[config.mk]
export PLATFORM = sky130hd
export DESIGN_NAME = conv_udiv_seq_21ns_13ns_flat
export DESIGN_NICKNAME = d
export VERILOG_FILES = /design/src/rtl/conv_udiv_seq_21ns_13ns_if.sv /design/src/rtl/conv_udiv_seq_21ns_13ns.sv /design/src/flat_wrapper.sv
export SDC_FILE = /design/constraint.sdc
export NUM_CORES = 1
export LEC_CHECK = 0
export CAP_MARGIN = 10
export CORE_UTILIZATION = 52
export DETAILED_ROUTE_END_ITERATION = 12
export PLACE_DENSITY = 0.83
export SETUP_SLACK_MARGIN = 0.05
export SLEW_MARGIN = 20
export SYNTH_ARGS = -nofsm -noshare
export SYNTH_HDL_FRONTEND = slang
export SYNTH_SLANG_ARGS = --single-unit
export TNS_END_PERCENT = 10
[constraint.sdc]
create_clock -name ap_clk -period 4.48 [get_ports ap_clk]
set_input_delay 0.896 -clock ap_clk [delete_from_list [all_inputs] [get_ports ap_clk]]
set_output_delay 0.896 -clock ap_clk [all_outputs]
set_load 0.02 [all_outputs]
[src/rtl/conv_udiv_seq_21ns_13ns_if.sv]
// Operand/result handshake bundle for the sequential 21/13-bit unsigned divider.
interface conv_udiv_seq_21ns_13ns_if #(
  parameter int DIVIDEND_W = 21,
  parameter int DIVISOR_W  = 13
) ();
  logic                  in_valid;
  logic                  in_ready;
  logic [DIVIDEND_W-1:0] din0;
  logic [DIVISOR_W-1:0]  din1;
  logic                  out_valid;
  logic                  out_ready;
  logic [DIVIDEND_W-1:0] quot;
  logic [DIVISOR_W-1:0]  rem;
  logic                  div_by_zero;

  modport master (
    output in_valid, din0, din1, out_ready,
    input  in_ready, out_valid, quot, rem, div_by_zero
  );

  modport slave (
    input  in_valid, din0, din1, out_ready,
    output in_ready, out_valid, quot, rem, div_by_zero
  );
endinterface

[src/rtl/conv_udiv_seq_21ns_13ns.sv]
// Radix-2 restoring unsigned divider: one quotient bit per cycle, MSB first,
// with valid/ready on both sides and a one-cycle divide-by-zero shortcut.
module conv_udiv_seq_21ns_13ns #(
  parameter int DIVIDEND_W = 21,
  parameter int DIVISOR_W  = 13
) (
  input  logic                       ap_clk,
  input  logic                       ap_rst_n,
  conv_udiv_seq_21ns_13ns_if.slave   bus
);

  localparam int CNT_W = $clog2(DIVIDEND_W + 1);
  localparam logic [CNT_W-1:0] CNT_LAST = CNT_W'(DIVIDEND_W - 1);
  localparam logic [CNT_W-1:0] CNT_ONE  = CNT_W'(1);

  typedef enum logic [1:0] {
    IDLE = 2'd0,
    CALC = 2'd1,
    DONE = 2'd2
  } state_e;

  state_e                state_q, state_d;
  logic [DIVIDEND_W-1:0] qreg_q, qreg_d;
  logic [DIVISOR_W-1:0]  prem_q, prem_d;
  logic [DIVISOR_W-1:0]  divisor_q, divisor_d;
  logic [CNT_W-1:0]      cnt_q, cnt_d;
  logic                  dbz_q, dbz_d;

  logic [DIVISOR_W:0]    shifted_s;
  logic [DIVISOR_W:0]    diff_s;
  logic                  fits_s;

  // State and datapath registers.
  always_ff @(posedge ap_clk or negedge ap_rst_n) begin
    if (!ap_rst_n) begin
      state_q   <= IDLE;
      qreg_q    <= {DIVIDEND_W{1'b0}};
      prem_q    <= {DIVISOR_W{1'b0}};
      divisor_q <= {DIVISOR_W{1'b0}};
      cnt_q     <= {CNT_W{1'b0}};
      dbz_q     <= 1'b0;
    end else begin
      state_q   <= state_d;
      qreg_q    <= qreg_d;
      prem_q    <= prem_d;
      divisor_q <= divisor_d;
      cnt_q     <= cnt_d;
      dbz_q     <= dbz_d;
    end
  end

  // Next-state and restoring-division step.
  always_comb begin
    state_d   = state_q;
    qreg_d    = qreg_q;
    prem_d    = prem_q;
    divisor_d = divisor_q;
    cnt_d     = cnt_q;
    dbz_d     = dbz_q;

    // The restored remainder is always below the divisor, so the shifted
    // DIVISOR_W+1-bit partial remainder cannot overflow.
    shifted_s = {prem_q, qreg_q[DIVIDEND_W-1]};
    fits_s    = (shifted_s >= {1'b0, divisor_q});
    diff_s    = shifted_s - {1'b0, divisor_q};

    case (state_q)
      IDLE: begin
        if (bus.in_valid) begin
          divisor_d = bus.din1;
          cnt_d     = {CNT_W{1'b0}};
          if (bus.din1 == {DIVISOR_W{1'b0}}) begin
            qreg_d  = {DIVIDEND_W{1'b1}};
            prem_d  = bus.din0[DIVISOR_W-1:0];
            dbz_d   = 1'b1;
            state_d = DONE;
          end else begin
            qreg_d  = bus.din0;
            prem_d  = {DIVISOR_W{1'b0}};
            dbz_d   = 1'b0;
            state_d = CALC;
          end
        end else begin
          state_d = IDLE;
        end
      end
      CALC: begin
        if (fits_s) begin
          prem_d = DIVISOR_W'(diff_s);
          qreg_d = {qreg_q[DIVIDEND_W-2:0], 1'b1};
        end else begin
          prem_d = DIVISOR_W'(shifted_s);
          qreg_d = {qreg_q[DIVIDEND_W-2:0], 1'b0};
        end
        cnt_d = cnt_q + CNT_ONE;
        if (cnt_q == CNT_LAST) begin
          state_d = DONE;
        end else begin
          state_d = CALC;
        end
      end
      DONE: begin
        if (bus.out_ready) begin
          state_d = IDLE;
        end else begin
          state_d = DONE;
        end
      end
      default: begin
        state_d = IDLE;
      end
    endcase
  end

  assign bus.in_ready    = (state_q == IDLE);
  assign bus.out_valid   = (state_q == DONE);
  assign bus.quot        = qreg_q;
  assign bus.rem         = prem_q;
  assign bus.div_by_zero = dbz_q;

endmodule

[src/flat_wrapper.sv]
// flat-port wrapper written by rule: the top's interface ports become plain ports
module conv_udiv_seq_21ns_13ns_flat 
#(
  parameter int DIVIDEND_W = 21,
  parameter int DIVISOR_W  = 13
)
  (ap_clk, ap_rst_n, bus_in_valid, bus_din0, bus_din1, bus_out_ready, bus_in_ready, bus_out_valid, bus_quot, bus_rem, bus_div_by_zero);
  conv_udiv_seq_21ns_13ns_if #(.DIVIDEND_W(DIVIDEND_W), .DIVISOR_W(DIVISOR_W)) bus_i ();
  input  logic ap_clk;
  input  logic ap_rst_n;
  input wire logic [$bits(bus_i.in_valid)-1:0] bus_in_valid;
  input wire logic [$bits(bus_i.din0)-1:0] bus_din0;
  input wire logic [$bits(bus_i.din1)-1:0] bus_din1;
  input wire logic [$bits(bus_i.out_ready)-1:0] bus_out_ready;
  output wire logic [$bits(bus_i.in_ready)-1:0] bus_in_ready;
  output wire logic [$bits(bus_i.out_valid)-1:0] bus_out_valid;
  output wire logic [$bits(bus_i.quot)-1:0] bus_quot;
  output wire logic [$bits(bus_i.rem)-1:0] bus_rem;
  output wire logic [$bits(bus_i.div_by_zero)-1:0] bus_div_by_zero;
  assign bus_i.in_valid = bus_in_valid;
  assign bus_i.din0 = bus_din0;
  assign bus_i.din1 = bus_din1;
  assign bus_i.out_ready = bus_out_ready;
  assign bus_in_ready = bus_i.in_ready;
  assign bus_out_valid = bus_i.out_valid;
  assign bus_quot = bus_i.quot;
  assign bus_rem = bus_i.rem;
  assign bus_div_by_zero = bus_i.div_by_zero;
  conv_udiv_seq_21ns_13ns #(.DIVIDEND_W(DIVIDEND_W), .DIVISOR_W(DIVISOR_W)) u_core (.ap_clk(ap_clk), .ap_rst_n(ap_rst_n), .bus(bus_i));
endmodule
# ---- After elaboration in Yosys (flattened, before gate mapping)
# Index checks and enable logic that the tools add are counted.
dict set report word_totals {
  regBits 55
  ram_bits 0
  output_inout_bits 37
  elab_cells 34
  romBits 0
  mem_count 0
  inputBits 38
  latch_bits 0
}
dict set report classes {
  addsub 2
  eq_ne 4
  reduce_logical 5
  n_bitwise 0
  muxes 16
  n_mul 0
  shifts 0
  n_div 0
  n_lt_le_gt_ge 1
}
# op count
set op_table {}
lappend op_table {{$mux W21} 2}
lappend op_table {{$pmux W21 S2} 1}
lappend op_table {{$mux W13} 3}
lappend op_table {{$pmux W13 S2} 1}
lappend op_table {{$ge A14 B13 Y1} 1}
lappend op_table {{$logic_not A13 Y1} 1}
lappend op_table {{$sub A13 B13 Y13} 1}
lappend op_table {{$pmux W5 S2} 1}
lappend op_table {{$mux W2} 4}
lappend op_table {{$pmux W2 S3} 1}
lappend op_table {{$add A5 B1 Y5 const B} 1}
lappend op_table {{$eq A5 B5 Y1 const B} 1}
lappend op_table {{$mux W5} 1}
lappend op_table {{$reduce_and A2 Y1} 2}
lappend op_table {{$eq A2 B1 Y1 const B} 1}
lappend op_table {{$eq A2 B2 Y1 const B} 1}
lappend op_table {{$logic_not A2 Y1} 1}
lappend op_table {{$mux W1} 2}
lappend op_table {{$ne A2 B2 Y1 const B} 1}
lappend op_table {{$reduce_bool A2 Y1} 1}

# ---- Logic depth before layout (Yosys ltp)
dict set report logic_depth {
  word_depth 4
  ltp_mapped 11
  mapped_depth_nobuf 10
}

# ---- Worst setup path after synthesis
# Ideal clock, no wire load.
dict set report synth_timing {
  kind {register -> register}
  from {register u_core.qreg_q[20] (netlist: u_core.bus.quot[20])}
  to {register u_core.prem_q[0] (netlist: u_core.bus.rem[0])}
  t_required_ns 4.393
  path_stages_with_launch 11
  setup_time_ns 0.087
  t_arrival_ns 2.619
  path_slack_ns 1.774
  n_path_buf 0
  synth_period_minus_slack_ns 2.706
  cell_sequence {dfrtp_1 -> inv_1 -> ha_1 -> inv_1 -> fa_1 -> a21o_1 -> a21oi_1 -> a21oi_1 -> o311ai_4 -> mux2_2 -> o211ai_1}
}
dict set report synth_between {
  elab_chain_cells 3
  elab_cells_between_ends 4
  cone_classes {1 x add/sub; 1 x order compare; 2 x mux}
}
# item line_no
set synth_rtl {}
lappend synth_rtl {{from (decl)} conv_udiv_seq_21ns_13ns.sv:23} ;# logic [DIVIDEND_W-1:0] qreg_q, qreg_d;
lappend synth_rtl {{from (signal assigned)} conv_udiv_seq_21ns_13ns.sv:37} ;# qreg_q <= {DIVIDEND_W{1'b0}};
lappend synth_rtl {{from (signal assigned)} conv_udiv_seq_21ns_13ns.sv:44} ;# qreg_q <= qreg_d;
lappend synth_rtl {{$sub A13 B13 Y13 / $ge A14 B13 Y1 (equally long branches)} {conv_udiv_seq_21ns_13ns.sv:65, conv_udiv_seq_21ns_13ns.sv:64}}
lappend synth_rtl {{$mux W13 *} conv_udiv_seq_21ns_13ns.sv:88} ;# if (fits_s) begin
lappend synth_rtl {{$pmux W13 S2 *} conv_udiv_seq_21ns_13ns.sv:67} ;# case (state_q)
lappend synth_rtl {{to (signal assigned)} conv_udiv_seq_21ns_13ns.sv:38} ;# prem_q <= {DIVISOR_W{1'b0}};
lappend synth_rtl {{to (signal assigned)} conv_udiv_seq_21ns_13ns.sv:45} ;# prem_q <= prem_d;
lappend synth_rtl {{to (decl)} conv_udiv_seq_21ns_13ns.sv:24} ;# logic [DIVISOR_W-1:0] prem_q, prem_d;
# Mark *: on every way between the ends. The rest lies on a longest branch, timed or not.
# A chain may end at the register's enable or synchronous reset.

# ---- Worst setup path after layout
# Same ends and word-level chain as after synthesis.

==> results.py <==
metrics = {
    "worst_setup_path": {
        "cp-startpoint": "u_core.bus.quot[20]",
        "cp_data_arrival_time_ns": 3.38,
        "r2r_start": "u_core.bus.quot[20]",
        "rrSetupSlack_ns": 1.33,
        "startpoint_type": "flip-flop",
        "end_kind": "flip-flop",
        "path_max_fanout": 18,
        "rr_worst_depth": 10,
        "critical_path_class": "flip-flop to flip-flop",
        "rr_endpoint": "u_core.bus.rem[0]",
        "critPathRequiredTime_ns": 4.71,
    },
    "timing": {
        "totalNegativeSetupSlack_ns": 0,
        "setup_viol": 0,
        "maxSlewViolCount": 0,
        "skew_ns": 0.0124,
        "fmax_ghz": 0.317,
        "fin_ws_ns": 1.33,
        "period_minus_slack_ns": 3.15,
        "finalHoldViolCount": 0,
        "maxSlewHeadroom_pct": 28.7,
        "rsz0062_at_grt": "false",
        "fin_crit_sh_pct": 70.4,
        "worstMarginPinSlew_ns": 1.07,
    },
    "layout": {
        "final_cell_area_um2": 4100,
        "fin_nets": 485,
        "antennaDiodeCount": 0,
        "syn2layout_area_growth_pct": 27.5,
        "ff_latch_area_um2": 1380,
        "nFillCells": 500,
        "drive_above_1_share_pct": 4.86,
        "multi_input_area_um2": 1680,
    },
    "die": {
        "design.core.area_um2": 5960,
        "initial_core_util_pct": 53.9,
        "ios": 75,
        "die_area_um2": 6500,
        "die_w_um": 80.6,
        "rows": 28,
        "die_y_um": 80.6,
    },
    "clock_tree": {
        "cts-resized-gates": 0,
        "clkSlewWorstSetupHoldPaths_ns": 0.11,
        "cts_inserted_buffers": 5,
        "insertion_delay_ns": 0.31,
        "cts.sinks": 55,
        "ctsHoldBuffers": 0,
        "cts_root_buf": "clkbuf_8",
        "cts_buffer_depth": 2,
        "cts-htree-levels": 2,
        "post-cts-setup-buffer-count": 0,
        "cts_tree": "built",
    },
    "power_and_ir_drop": {
        "powerDensity_nw_per_um2": 910,
        "pwr-share-clk_pct": 7.7,
        "internal_power_mw": 1.97,
        "p_leak_nw": 1.74,
        "ir_worst_vdd_uv": 571,
        "seqPwrFrac_pct": 25.9,
        "p_comb_share_pct": 66.4,
        "p_sw_mw": 1.76,
        "swShare_pct": 47.1,
    },
    "global_routing": {
        "grt_remaining_overflow": 0,
        "grtUsageTotal_pct": 26.7,
        "grt_max_degree": 38,
        "use_met2_pct": 43.3,
        "grt_pass1_vias": 2865,
        "busiest_layer": "met2",
        "antenna_found_initial": 0,
        "grt_use_met1_pct": 37.5,
        "met3_usage_pct": 2.95,
        "grt_pass1_wl_um": 13500,
    },
    "place": {
        "dp_slack_ns": 1.42,
        "place.gp.congestion": 0.856,
        "dp_hpwl_um": 6020,
        "place_area_um2": 4000,
        "io_buffers": 74,
    },
    "worst_hold_path": {
        "min_path_type": "input port to asynchronous set/reset pin",
    },
    "synth": {
        "seq_area_frac_synth_pct": 42.8,
        "syn_area_um2": 3210,
        "synth_cells": 366,
        "yosys-top-cells-area": "dfrtp_1 (43%), nand2_1 (6.2%), ha_1 (5.8%)",
        "yosys_register_bits": 55,
        "synth_edf_count": 0,
        "synth_fp_nets": 420,
        "synth_top_cell_by_area": "dfrtp_1",
        "ys_types": 46,
        "avgSynthCellArea_um2": 8.78,
        "yosysWarningCount": 0,
        "synthFlopType": "dfrtp_1",
        "async_flop_share_pct": 100,
        "synth_top_area_share_pct": 42.8,
    },
    "detailed_routing": {
        "drtIter0Drc": 255,
        "vias": 2985,
        "ant_nets": 0,
        "vias_per_cell": 5.89,
        "drt_wl_total_um": 8180,
        "first_pass_iters": 5,
        "wl_per_cell_um": 16.1,
        "drcViolationCount": 0,
    },
    "job": {
        "drv_cap": 0,
    },
    "outcome": {
        "status": "completed",
    },
}
worst max-delay path by stage:
stage | endpoint | slack (ns) | depth (start not counted)
after global routing | u_core.bus.rem[8] | 1.17 | 10
final | u_core.bus.rem[0] | 1.33 | 10
after detailed placement | u_core.bus.rem[0] | 1.42 | 10
after floorplan | u_core.bus.rem[0] | 1.77 | 10
after CTS | u_core.bus.rem[0] | 1.35 | 10
after global placement | u_core.bus.rem[0] | 1.55 | 10
synth_stat cells (2+ instances only):
cell and count:
a211oi_1 3, a21o_1 4, a21oi_1 7, a221oi_1 2
a22oi_1 7, a31oi_1 6, and3_1 5, and4_1 2
buf_1 4, clkbuf_1 17, dfrtp_1 55, ha_1 15
inv_1 19, mux2_2 2, mux2i_1 6, nand2_1 53
nand3_1 24, nand4_1 3, nor2_1 26, nor2b_1 3
nor3_1 14, nor4_1 2, o211ai_1 9, o21ai_0 32
o22ai_1 4, o31ai_1 13, xnor2_1 5, xor2_1 6
cell usage in the layout, fill, tap and decap left out, types with 7 or more instances in the layout:
master,instances
clkdlybuf4s50_1,73
dfrtp_1,55
nand2_1,53
o21ai_0,32
nor2_1,26
nand3_1,24
inv_1,19
ha_1,15
nor3_1,14
o31ai_1,13
o211ai_1,9
a21oi_1,7
a22oi_1,7
worst max-delay path: stages (launching register included):
cell and delay, ns:
dfrtp_1 0.39, inv_1 0.10, ha_1 0.18, inv_1 0.05, fa_1 0.43, a21o_1 0.21
a21oi_1 0.24, a21oi_1 0.17, o311ai_4 0.75, mux2_2 0.41, o211ai_1 0.15
power by group through the flow:
stage / Combinational (mW) / Sequential (mW) / Clock, mW
floorplan: 1.57 / 1.11 / 0
global placement: 2.37 / 0.969 / 0
detailed placement: 2.45 / 0.975 / 0
CTS: 2.47 / 0.966 / 0.290
global route: 2.73 / 0.997 / 0.310
finish: 2.48 / 0.966 / 0.286
cell families (layout without fill, tap and decap cells):
| group | after synthesis | in the layout | synth area share, % |
|---|---|---|---|
| adder cells (fa/ha/maj) | 16 | 16 | 6.46 |
| buffers and inverters | 41 | 107 | 4.91 |
| flip-flops | 55 | 55 | 42.8 |
| XOR/XNOR | 11 | 11 | 3.00 |
| AND/OR/NAND/NOR | 135 | 135 | 18.9 |
| AO/OA/AOI/OAI | 100 | 100 | 21.3 |
| multiplexers | 8 | 8 | 2.57 |
state kept, by name, summed over array words and instances, names as in the netlist:
register,cells
u_core.bus.div_by_zero,1
u_core.divisor_q,13
u_core.bus.quot,21
u_core.bus.rem,13
u_core.state_q,2
u_core.cnt_q,5
metrics by stage:
step                      util (%)  hold WS, ns  power (mW)  instances
after floorplan                  -        0.450        2.68        366
after global placement        67.2        0.466        3.34        499
after detailed placement      67.2        0.480        3.43        499
after CTS                     68.8        0.507        3.73        507
after global routing          68.8        0.540        4.03        507
final                         68.8        0.511        3.73        507
final cells by class:
type                            count  area share [%]
Timing Repair Buffer               80            19.1
Sequential cell                    55            33.6
Clock inverter                      3           0.550
Tap cell                           75            2.29
Multi-Input combinational cell    270            41.1
Inverter                           19            1.74
Clock buffer                        5            1.68
metal layers:
| layer | wire, um | vias to the layer above |
|---|---|---|
| li1 | - | 1447 |
| met1 | 3670 | 1430 |
| met2 | 4060 | 97 |
| met3 | 343 | 11 |
| met4 | 106 | 0 |
| met5 | 0 | - |
Power figures use the tool's default switching activity.
